`src/rtl/periph_packet_router_pkg.sv`:
```
// Shared widths and payload types for the peripheral packet router.
// Host packets are {addr, payload}; the address selects a peripheral.
package periph_packet_router_pkg;

    localparam int unsigned usb_packet_width     = 32;
    localparam int unsigned periph_address_width = 3;
    localparam int unsigned periph_payload_width = usb_packet_width - periph_address_width;
    localparam int unsigned drop_count_width     = 8;

    typedef logic [periph_payload_width-1:0] periph_payload_t;
    typedef logic [periph_address_width-1:0] periph_addr_t;

    typedef struct packed {
        periph_addr_t    addr;
        periph_payload_t payload;
    } usb_packet_t;

    // Index width for an n-entry one-hot vector (never zero).
    function automatic int unsigned idx_width(input int unsigned n);
        return (n > 1) ? $clog2(n) : 1;
    endfunction

endpackage

```
`src/rtl/periph_packet_router_rr_arbiter.sv`:
```
// Round-robin arbiter. Searches from the entry after the last grant.
// Ports:
//   clk, rst   clock, async active-high reset (last grant -> N-1)
//   req        request vector
//   advance    commit the current grant as the new last grant
//   grant_oh   one-hot grant (combinational)
//   grant_idx  index of the grant (combinational)
//   any        some request is present
module rr_arbiter
    import periph_packet_router_pkg::*;
#(
    parameter int unsigned N = 8
) (
    input  logic                         clk,
    input  logic                         rst,
    input  logic [N-1:0]                 req,
    input  logic                         advance,
    output logic [N-1:0]                 grant_oh,
    output logic [idx_width(N)-1:0]      grant_idx,
    output logic                         any
);

    localparam int unsigned IW = idx_width(N);

    logic [IW-1:0] last_grant;
    int unsigned   cand;

    // First requester in last_grant+1 .. last_grant+N, wrapping mod N.
    always_comb begin
        grant_oh  = '0;
        grant_idx = '0;
        any       = 1'b0;
        cand      = 0;
        for (int unsigned off = 1; off <= N; off++) begin
            cand = 32'(last_grant) + off;
            if (cand >= N) begin
                cand = cand - N;
            end
            if (!any && req[IW'(cand)]) begin
                any                 = 1'b1;
                grant_idx           = IW'(cand);
                grant_oh[IW'(cand)] = 1'b1;
            end
        end
    end

    always_ff @(posedge clk or posedge rst) begin
        if (rst) begin
            last_grant <= IW'(N - 1);
        end else if (advance && any) begin
            last_grant <= grant_idx;
        end
    end

endmodule

```
`src/rtl/periph_packet_router.sv`:
```
// Routes host packets to peripheral tx FIFOs by address and merges
// peripheral rx FIFOs (round-robin) into the host-bound FIFO, tagging
// each word with its source address. All FIFOs are first-word-fall-through.
// Ports:
//   clk, rst                          clock, async active-high reset
//   usb_rx_data/empty/rden            host->device FIFO head / pop
//   periph_tx_data/wren/full          payload broadcast, one-hot write, full
//   periph_rx_data/empty/rden         peripheral rx FIFO heads / one-hot pop
//   usb_tx_data/wren/full             device->host FIFO write side
//   drop_count                        saturating invalid-address count
//   idle                              nothing staged, all sources empty
module periph_packet_router
    import periph_packet_router_pkg::*;
#(
    parameter int unsigned NUM_PERIPHS = 8
) (
    input  logic                                              clk,
    input  logic                                              rst,
    input  logic [usb_packet_width-1:0]                       usb_rx_data,
    input  logic                                              usb_rx_empty,
    output logic                                              usb_rx_rden,
    output logic [NUM_PERIPHS-1:0][periph_payload_width-1:0]  periph_tx_data,
    output logic [NUM_PERIPHS-1:0]                            periph_tx_wren,
    input  logic [NUM_PERIPHS-1:0]                            periph_tx_full,
    input  logic [NUM_PERIPHS-1:0][periph_payload_width-1:0]  periph_rx_data,
    input  logic [NUM_PERIPHS-1:0]                            periph_rx_empty,
    output logic [NUM_PERIPHS-1:0]                            periph_rx_rden,
    output logic [usb_packet_width-1:0]                       usb_tx_data,
    output logic                                              usb_tx_wren,
    input  logic                                              usb_tx_full,
    output logic [drop_count_width-1:0]                       drop_count,
    output logic                                              idle
);

    localparam int unsigned IW = idx_width(NUM_PERIPHS);
    localparam logic [periph_address_width:0] NUM_P = (periph_address_width + 1)'(NUM_PERIPHS);

    // ---------------- downstream: host -> peripheral ----------------
    usb_packet_t     rx_pkt;
    logic            rx_addr_ok;
    logic            dn_valid;
    periph_addr_t    dn_addr;
    periph_payload_t dn_payload;
    logic            drain;

    assign rx_pkt     = usb_packet_t'(usb_rx_data);
    assign rx_addr_ok = ({1'b0, rx_pkt.addr} < NUM_P);

    for (genvar g = 0; g < NUM_PERIPHS; g++) begin : g_tx_wren
        assign periph_tx_wren[g] = dn_valid & (dn_addr == periph_address_width'(g))
                                 & ~periph_tx_full[g];
    end

    assign periph_tx_data = {NUM_PERIPHS{dn_payload}};
    assign drain          = |periph_tx_wren;
    // Gated by rst: the host FIFO is not cleared by our reset.
    assign usb_rx_rden    = ~rst & ~usb_rx_empty & (~dn_valid | drain);

    // Invalid addresses are popped and dropped; the stage empties behind them.
    always_ff @(posedge clk or posedge rst) begin
        if (rst) begin
            dn_valid   <= 1'b0;
            dn_addr    <= '0;
            dn_payload <= '0;
            drop_count <= '0;
        end else if (usb_rx_rden) begin
            dn_valid <= rx_addr_ok;
            if (rx_addr_ok) begin
                dn_addr    <= rx_pkt.addr;
                dn_payload <= rx_pkt.payload;
            end else if (drop_count != '1) begin
                drop_count <= drop_count + drop_count_width'(1);
            end
        end else if (drain) begin
            dn_valid <= 1'b0;
        end
    end

    // ---------------- upstream: peripheral -> host ----------------
    logic                   up_valid;
    usb_packet_t            up_data;
    usb_packet_t            rd_pkt;
    logic                   up_load;
    logic                   arb_advance;
    logic [NUM_PERIPHS-1:0] arb_grant_oh;
    logic [IW-1:0]          arb_idx;
    logic                   arb_any;

    assign usb_tx_wren = up_valid & ~usb_tx_full;
    assign usb_tx_data = up_data;
    assign up_load     = ~up_valid | usb_tx_wren;
    assign arb_advance = up_load & ~rst;

    rr_arbiter #(
        .N (NUM_PERIPHS)
    ) u_arb (
        .clk       (clk),
        .rst       (rst),
        .req       (~periph_rx_empty),
        .advance   (arb_advance),
        .grant_oh  (arb_grant_oh),
        .grant_idx (arb_idx),
        .any       (arb_any)
    );

    assign periph_rx_rden = arb_advance ? arb_grant_oh : '0;
    assign rd_pkt         = '{addr: periph_address_width'(arb_idx),
                              payload: periph_rx_data[arb_idx]};

    always_ff @(posedge clk or posedge rst) begin
        if (rst) begin
            up_valid <= 1'b0;
            up_data  <= '0;
        end else if (up_load) begin
            up_valid <= arb_any;
            if (arb_any) begin
                up_data <= rd_pkt;
            end
        end
    end

    assign idle = ~dn_valid & ~up_valid & usb_rx_empty & (&periph_rx_empty);

endmodule

```
`config.mk`:
```
export PLATFORM = sky130hd
export DESIGN_NAME = periph_packet_router
export DESIGN_NICKNAME = d
export VERILOG_FILES = /design/src/rtl/periph_packet_router_pkg.sv /design/src/rtl/periph_packet_router_rr_arbiter.sv /design/src/rtl/periph_packet_router.sv
export SDC_FILE = /design/constraint.sdc
export NUM_CORES = 1
export LEC_CHECK = 0
export CORE_AREA = 2 2 225 227
export DETAILED_ROUTE_END_ITERATION = 8
export DIE_AREA = 0 0 227 229
export GPL_TIMING_DRIVEN = 0
export SETUP_SLACK_MARGIN = 0.2
export SLEW_MARGIN = 10
export SYNTH_ARGS = -nofsm -noshare
export SYNTH_HDL_FRONTEND = slang
export SYNTH_SLANG_ARGS = --single-unit
```
`constraint.sdc`:
```
create_clock -name clk -period 8.25 [get_ports clk]
set_input_delay 1.65 -clock clk [delete_from_list [all_inputs] [get_ports clk]]
set_output_delay 1.65 -clock clk [all_outputs]
set_load 0.02 [all_outputs]
```
==> results_tabular.tex, run 1 <==
\begin{tabular}{lr}
\hline
Metric & Value \\
\hline
\multicolumn{2}{l}{\textbf{GRT}} \\
\quad Maximum number of pins on one net before global-route repair & 37 \\
\quad Number of antenna violations at the first check in global routing & 12 \\
\quad Total Routing Usage GR & 0.1432 \\
\quad Sum of overflow across all layers after global routing & 0 \\
\quad Vias in the first global route & 7808 \\
\quad Wire length of the first global-routing pass & 52960 um \\
\multicolumn{2}{l}{\textbf{Logic synthesis}} \\
\quad Cell area after synthesis & 7456 um2 \\
\quad Synth warnings & 0 \\
\quad Total of flip-flops plus latches after synthesis & roughly 70 \\
\quad Top-area cell type share of the netlist area & 0.2215 \\
\quad Post-synth EDFFs & 0 \\
\quad Share of the yosys chip area belonging to registers & 0.2321 \\
\quad Largest cells by area after synthesis & dfrtp\_1 (22\%), buf\_4 (22\%), mux4\_2 (11\%) \\
\quad Per-instance average area after synthesis & 9.995 um2 \\
\quad Area leader, netlist & dfrtp\_1 \\
\quad Count of unique library cells instantiated by Yosys & 59 \\
\quad Asr flop ratio synth & 1.000 \\
\quad Main flop type after synthesis & dfrtp\_1 \\
\quad Mapped Cells & between 700 and 800 \\
\multicolumn{2}{l}{\textbf{Setup path}} \\
\quad Destination of the worst register-to-register timing path & usb\_tx\_data[5]\$\_DFFE\_PP0P\_ \\
\quad Critical setup path kind & reg -> out \\
\quad Number of cells on the worst reg-to-reg path & 17 \\
\quad Critical Path Slowest Stage Cell & clkdlybuf4s50\_1 \\
\quad Critical path arrival & 5790 ps \\
\quad Launch instance of the worst register-to-register path & u\_arb.last\_grant[0]\$\_DFFE\_PP1P\_ \\
\quad Count of buffering cells on the critical path with inverters included & 5 \\
\quad Cell family with the largest share of critical-path delay & buffers and inverters \\
\quad CP Cell Sequence & buf\_2, buf\_2, buf\_1, clkinv\_1, ha\_1, xor2\_1, o21ai\_0, a221o\_1, nor3\_1, a22o\_1, a221oi\_1, a211oi\_1, clkdlybuf4s50\_1 \\
\quad Crit path launch & u\_arb.last\_grant[0]\$\_DFFE\_PP1P\_ \\
\quad Element type at the critical path end & output port \\
\quad Internal reg-to-reg setup slack & roughly 2100 ps \\
\quad Highest cell delay on the worst timing path & 680 ps \\
\quad Required time at the endpoint of the critical path & 6600 ps \\
\quad Most frequent cell on the critical path & buf\_2 \\
\quad Max Fanout on Critical Path & 10 \\
\quad Category of the worst setup path launch point & flop \\
\multicolumn{2}{l}{\textbf{Floorplan}} \\
\quad Die Width & 227 um \\
\quad Die Height & 229 um \\
\quad Die Outline Area & 51980 um2 \\
\quad Effective utilization at floorplan & 0.1501 \\
\quad Placeable core area & a little under 50000 um2 \\
\quad Row Count & 82 \\
\quad Number of ports placed on the die boundary & 575 \\
\multicolumn{2}{l}{\textbf{Run status}} \\
\quad Run status & finished clean \\
\multicolumn{2}{l}{\textbf{CTS}} \\
\quad Clock sink total & 69 \\
\quad Insertion delay of the later-clocked pin in the worst-skew pair & between 300 and 400 ps \\
\quad Clock root buffer & clkbuf\_16 \\
\quad TritonCTS buffer count & 9 \\
\quad Clock transition time at the flip-flop clock pins of the worst setup and hold paths & 60 ps \\
\quad Post-CTS Setup Inserts & 0 \\
\quad TritonCTS clock tree & done \\
\quad Resized cells post-CTS & 0 \\
\quad Clock Path Buffers & 2 \\
\quad Hold buffers post-CTS & 0 \\
\quad Number of H-tree levels & 3 \\
\multicolumn{2}{l}{\textbf{Timing}} \\
\quad Rel. slew slack & 0.2876 \\
\quad Worst-Margin Slew & 1066 ps \\
\quad Minimum clock period & between 7000 and 8000 ps \\
\quad Fin Setup TNS & 0 ps \\
\quad Period utilisation layout & 0.9024 \\
\quad Final setup viols & 0 \\
\quad Worst clock skew & 12.74 ps \\
\quad Final max-slew violation count & 0 \\
\quad Hold slack & 535.8 ps \\
\quad Number of hold violations in the final report & 0 \\
\quad Max frequency & 0.1343 GHz \\
\quad RSZ-0062 raised after global routing & no \\
\multicolumn{2}{l}{\textbf{Detailed routing}} \\
\quad Routed vias & 7877 \\
\quad Vias per cell & 3.911 \\
\quad Number of iterations in the first detailed-routing pass & 5 \\
\quad DRC errors left & 0 \\
\quad Routed wire length & 38790 um \\
\quad WL/cell & 19.26 um \\
\quad Residual antenna-violating net count after detailed routing & 0 \\
\quad Iteration-0 DRC count of the detailed router & 281 \\
\multicolumn{2}{l}{\textbf{Placement}} \\
\quad Detailed Place HPWL & 33480 um \\
\quad Number of buffers inserted by port buffering & 566 \\
\quad Cells after DPL & 1992 \\
\quad Routability-driven placement congestion ratio & about 0.86 \\
\multicolumn{2}{l}{\textbf{Hold path}} \\
\quad Hold Path Origin & dn\_addr[2]\$\_DFFE\_PP0P\_ \\
\quad Hold path endpoint & dn\_addr[2]\$\_DFFE\_PP0P\_ \\
\quad Type of the tightest min-delay check & reg -> reg \\
\quad Worst hold path stage count & 1 \\
\multicolumn{2}{l}{\textbf{Cells and area}} \\
\quad Layout cells sized above 1 & 0.2627 \\
\quad Net count of the finished layout & 1621 \\
\quad Final cell count without fillers & between 2000 and 2500 \\
\quad Leading cell type in the layout, fill and taps excluded & clkdlybuf4s50\_1 \\
\quad Number of fillers in the final layout & $\sim$5300 \\
\quad Layout overhead on the synthesized area & 92.26\% \\
\quad Leading cell types in the layout, fill and taps excluded & clkdlybuf4s50\_1 (566), buf\_4 (216), mux2i\_1 (74) \\
\multicolumn{2}{l}{\textbf{Pwr}} \\
\quad Max rail drop VDD & 310.7 uV \\
\quad Pwr/cell area & about 550 nW/um2 \\
\quad Cell leakage power & 0.005931 uW \\
\multicolumn{2}{l}{\textbf{Job}} \\
\quad Max Cap Viol & 0 \\
\hline
\end{tabular}
## routing by layer
| layer | routed length, um | GRT usage | share of wire | vias up |
|---|---|---|---|---|
| met1 | 14090 | 0.1507 | 0.36 | 3693 |
| li1 | - | - | - | 3707 |
| met3 | 2986 | 0.03759 | 0.077 | 51 |
| met5 | 12 | 0 | 0.00031 | - |
| met2 | 20620 | 0.2672 | 0.53 | 424 |
| met4 | 1090 | 0.05780 | 0.028 | 2 |
## power breakdown
part,internal [uW],switching [uW],total (uW)
combinational,3440,3280,6710
clock,244,184,428
sequential,528,283,811
## per-stage QoR
| stage | power, uW | setup WS, ps | cell area [um2] | utilization |
|---|---|---|---|---|
| 6_report | 7953 | 805.5 | 14340 | 0.2887 |
| 5_1_grt | 8457 | 395.0 | 14330 | 0.2886 |
| 4_1_cts | 8098 | 806.7 | 14320 | 0.2884 |
| 3_5_place_dp | 7635 | 1177 | 14010 | 0.2822 |
| 3_3_place_gp | 7579 | 237.1 | 13990 | 0.2817 |
| 2_1_floorplan | 5078 | 2400 | 7482 | - |
## sequential cells by signal, summed over array words and instances, names as in the netlist
register,flops
dn_addr,3
dn_payload,29
dn_valid,1
u_arb.last_grant,3
up_valid,1
usb_tx_data,32
## cell families after synthesis
family,count (synthesis),synth area share
AOI/OAI and AO/OA,106,0.1183
DFF,69,0.2321
other,1,0.0005030
adders and majority gates,6,0.01007
buffers and inverters,293,0.2698
muxes,156,0.2831
and+or+nand+nor,111,0.08139
xor gates and xnor gates,4,0.004700
## worst max-delay path by stage
stage,depth (start not counted),endpoint
floorplan,3,periph_rx_rden[0]
global placement,5,periph_rx_rden[4]
detailed placement,11,periph_rx_rden[6]
CTS,14,periph_rx_rden[6]
global route,15,periph_rx_rden[6]
finish,13,periph_rx_rden[1]
## Yosys cell counts (5+ instances only)
cell,n
buf_2,18
nand2_1,17
nor2_1,12
mux2_2,43
clkbuf_1,13
a21oi_1,6
inv_1,36
buf_4,216
a211oi_1,9
nor3_1,43
mux2i_1,74
mux4_2,37
o32ai_1,30
o21ai_0,7
nand2b_1,7
dfrtp_1,66
and2_1,5
a211o_1,30
ha_1,6
## worst register-to-register path: stages (launching register included)
cell and delay (ps):
dfstp_2 530, buf_2 230, buf_2 280, buf_1 480, clkinv_1 410, ha_1 370, xor2_1 450, o21ai_0 270
a221oi_1 590, and3_1 250, clkbuf_1 260, a221o_1 230, buf_2 270, buf_4 290, buf_4 330, mux2i_1 440
nor3_1 100, a211o_1 280
## area by class of cell
type / instances / area (um2) / share of cell area
Tap cell: 672 / 840.8 / 0.05865
Inverter: 37 / 141.4 / 0.009863
Buffer: 256 / 1873 / 0.1307
Multi-Input combinational cell: 391 / 3740 / 0.2609
Clock inverter: 6 / 70.07 / 0.004888
Sequential cell: 69 / 1730 / 0.1207
Clock buffer: 10 / 239.0 / 0.01667
Timing Repair Buffer: 567 / 5685 / 0.3966
Antenna cell: 6 / 15.01 / 0.001047
No activity file was read; power rests on OpenSTA's default activity.
==> run 2: changes to the inputs <==
--- a/config.mk
+++ b/config.mk
@@ -5,10 +5,13 @@
 export SDC_FILE = /design/constraint.sdc
 export NUM_CORES = 1
 export LEC_CHECK = 0
-export CORE_AREA = 2 2 225 227
+export CELL_PAD_IN_SITES_DETAIL_PLACEMENT = 1
+export CELL_PAD_IN_SITES_GLOBAL_PLACEMENT = 1
+export CORE_AREA = 2 2 224 226
 export DETAILED_ROUTE_END_ITERATION = 8
-export DIE_AREA = 0 0 227 229
+export DIE_AREA = 0 0 226 228
 export GPL_TIMING_DRIVEN = 0
+export PLACE_DENSITY_LB_ADDON = 0.1
 export SETUP_SLACK_MARGIN = 0.2
 export SLEW_MARGIN = 10
 export SYNTH_ARGS = -nofsm -noshare
==> run 2 against run 1 <==
  * Sequential power is 1% lower
  * Total power is 1.4% higher
  * Combinational power is 2% higher
  * Wire length is 6.0% higher
  * Clock power is 2% higher
  * Critical path depth is 2 higher
  * Core utilization is 0.19 points higher
  * Final area hardly changed
  * Hold slack worse by 6.6 ps
  * Via count is 1.0% lower
  * Non-clock buffer count stayed put
  * Die area is 0.88% lower
  * Highest routed layer unchanged
==> results_tabular.tex, run 2 (synthesis gave the netlist of run 1 again) <==
\begin{tabular}{lr}
\hline
Metric & Value \\
\hline
\multicolumn{2}{l}{\textbf{Floorplan}} \\
\quad Die Outline Area & 51530 um2 \\
\quad Number of ports placed on the die boundary & $\sim$580 \\
\quad Die Width & 226 um \\
\quad Die Height & 228 um \\
\quad Placeable core area & 49350 um2 \\
\quad Row Count & 82 \\
\quad Effective utilization at floorplan & 0.1511 \\
\multicolumn{2}{l}{\textbf{CTS}} \\
\quad Clock root buffer & clkbuf\_16 \\
\quad Hold buffers post-CTS & 0 \\
\quad Clock Path Buffers & 2 \\
\quad Insertion delay of the later-clocked pin in the worst-skew pair & approximately 350 ps \\
\quad Clock sink total & 69 \\
\quad Number of H-tree levels & 3 \\
\quad TritonCTS clock tree & done \\
\quad Resized cells post-CTS & 0 \\
\quad Post-CTS Setup Inserts & 0 \\
\quad TritonCTS buffer count & 9 \\
\quad Clock transition time at the flip-flop clock pins of the worst setup and hold paths & 70 ps \\
\multicolumn{2}{l}{\textbf{Timing}} \\
\quad Final max-slew violation count & 0 \\
\quad Final setup viols & 0 \\
\quad Minimum clock period & about 7500 ps \\
\quad Worst clock skew & 9.919 ps \\
\quad Max frequency & 0.1328 GHz \\
\quad Period utilisation layout & 0.9128 \\
\quad Fin worst setup slack & 719.5 ps \\
\quad Worst-Margin Slew & 812.1 ps \\
\quad RSZ-0062 raised after global routing & no \\
\quad Number of hold violations in the final report & 0 \\
\quad Rel. slew slack & 0.4575 \\
\multicolumn{2}{l}{\textbf{GRT}} \\
\quad Wire length of the first global-routing pass & 57890 um \\
\quad Vias in the first global route & between 8000 and 9000 \\
\quad Sum of overflow across all layers after global routing & 0 \\
\quad Most Crowded Layer GR & met2 \\
\quad Global-route track usage on met2 & 0.2885 \\
\quad Maximum number of pins on one net before global-route repair & about 40 \\
\quad Met3 track utilization from global routing & 0.05641 \\
\quad Met1 usage & 0.1648 \\
\quad Number of antenna violations at the first check in global routing & 12 \\
\quad Total Routing Usage GR & 0.1546 \\
\multicolumn{2}{l}{\textbf{Pwr}} \\
\quad Combinational share of power & 0.847 \\
\quad Part of the power in the clock network & 0.054 \\
\quad Pwr/cell area & 562.6 nW/um2 \\
\quad Sw power & 3833 uW \\
\quad Total internal power & 4234 uW \\
\quad Part of the power in registers & 0.099 \\
\quad Max rail drop VDD & roughly 300 uV \\
\quad Cell leakage power & 0.005941 uW \\
\quad Switching fraction of total power & 0.4751 \\
\multicolumn{2}{l}{\textbf{Setup path}} \\
\quad Category of the worst setup path launch point & flop \\
\quad Launch instance of the worst register-to-register path & u\_arb.last\_grant[0]\$\_DFFE\_PP1P\_ \\
\quad Critical path arrival & slightly below 6000 ps \\
\quad Internal reg-to-reg setup slack & 2040 ps \\
\quad Critical setup path kind & reg -> out \\
\quad Number of cells on the worst reg-to-reg path & 17 \\
\quad Max Fanout on Critical Path & 10 \\
\quad Element type at the critical path end & output port \\
\quad Required time at the endpoint of the critical path & $\sim$6600 ps \\
\quad Destination of the worst register-to-register timing path & usb\_tx\_data[2]\$\_DFFE\_PP0P\_ \\
\multicolumn{2}{l}{\textbf{Cells and area}} \\
\quad Number of flip-flops in the largest register & 32 \\
\quad Final cell count without fillers & 2009 \\
\quad Leading cell type in the layout, fill and taps excluded & clkdlybuf4s50\_1 \\
\quad Leading cell types in the layout, fill and taps excluded & clkdlybuf4s50\_1 (566), buf\_4 (216), mux2i\_1 (74) \\
\quad Layout overhead on the synthesized area & 92.30\% \\
\quad Layout cells sized above 1 & 0.2622 \\
\quad Net count of the finished layout & 1621 \\
\multicolumn{2}{l}{\textbf{Job}} \\
\quad Max Cap Viol & 0 \\
\multicolumn{2}{l}{\textbf{Detailed routing}} \\
\quad Iteration-0 DRC count of the detailed router & between 200 and 250 \\
\quad Residual antenna-violating net count after detailed routing & 0 \\
\quad WL/cell & between 20 and 25 um \\
\quad Number of iterations in the first detailed-routing pass & 4 \\
\quad Routed vias & $\sim$7800 \\
\quad Vias per cell & 3.881 \\
\quad DRC errors left & 0 \\
\quad Routed wire length & between 40000 and 50000 um \\
\multicolumn{2}{l}{\textbf{Hold path}} \\
\quad Type of the tightest min-delay check & reg -> reg \\
\quad Hold path endpoint & usb\_tx\_data[30]\$\_DFFE\_PP0P\_ \\
\quad Worst hold path stage count & 2 \\
\quad Hold Path Origin & usb\_tx\_data[30]\$\_DFFE\_PP0P\_ \\
\multicolumn{2}{l}{\textbf{Placement}} \\
\quad Detailed Place HPWL & 35310 um \\
\quad Worst slack at placement & 1005 ps \\
\quad Cells after DPL & 1992 \\
\quad Number of buffers inserted by port buffering & about 570 \\
\quad Routability-driven placement congestion ratio & between 0.7 and 0.8 \\
\multicolumn{2}{l}{\textbf{Run status}} \\
\quad Run status & finished clean \\
\hline
\end{tabular}
-- run 2: cell count changes in the layout (fill, tap and decap cells not counted) --
cell | previous run | this run
buf_16 | 0 | 1
bufinv_16 | 1 | 2
inv_6 | 1 | 0
buf_12 | 4 | 3
diode_2 | 6 | 2
clkinvlp_4 | 3 | 2
clkbuf_8 | 1 | 0
clkinv_2 | 0 | 1
-- run 2: cell type report --
type	instances	area [um2]
repair buffers	567	5693
flip-flops and latches	69	1730
clock inverters	6	88.84
well taps	672	840.8
fillers	5659	35010
inverters	37	141.4
plain buffers	256	1873
multi-input cells	391	3740
clock buffers	9	225.2
diodes	2	5.005
-- run 2: worst max-delay path by stage --
stage / from / endpoint / slack [ps] / depth (start not counted)
after floorplan: rst / periph_rx_rden[0] / 2400 / 3
after global placement: rst / periph_rx_rden[4] / -30 / 5
after global routing: u_arb.last_grant[0]$_DFFE_PP1P_ / periph_rx_rden[6] / 300 / 15
after CTS: u_arb.last_grant[0]$_DFFE_PP1P_ / periph_rx_rden[6] / 630 / 15
after detailed placement: periph_rx_empty[0] / periph_rx_rden[6] / 1000 / 11
final: u_arb.last_grant[0]$_DFFE_PP1P_ / periph_rx_rden[6] / 720 / 15
-- run 2: stage by stage --
stage	setup TNS, ps	util	power, uW	hold WS, ps	cell area (um2)
3_5_place_dp	0	0.2841	7812	519.8	14020
4_1_cts	0	0.2904	8280	537.6	14330
2_1_floorplan	0	-	5078	487.2	7482
6_report	0	0.2905	8066	529.2	14340
3_3_place_gp	-26.74	0.2835	7814	518.1	13990
5_1_grt	0	0.2905	8618	572.3	14340
-- run 2: critical path: stages, from the launching register on --
cell	delay (ps)
dfstp_2	530
buf_2	220
buf_2	280
buf_1	490
clkinv_1	420
ha_1	390
xor2_1	430
o21ai_0	270
a221oi_1	620
and3_1	250
clkbuf_1	300
a22o_1	190
a221o_1	150
nor2_1	50
a211oi_1	270
clkdlybuf4s50_1	660
-- run 2: power by group through the flow --
stage               sequential, uW  clock [uW]  combinational [uW]
finish                         800         437                6830
global route                   856         468                7290
CTS                            820         459                7000
detailed placement             825           0                6990
global placement               815           0                7000
floorplan                      905           0                4170
-- run 2: layer usage --
metal / up-vias / share of wire
met2: 358 / 0.52
li1: 3698 / -
met3: 30 / 0.094
met4: 16 / 0.0096
met1: 3694 / 0.37
met5: - / 0.0022
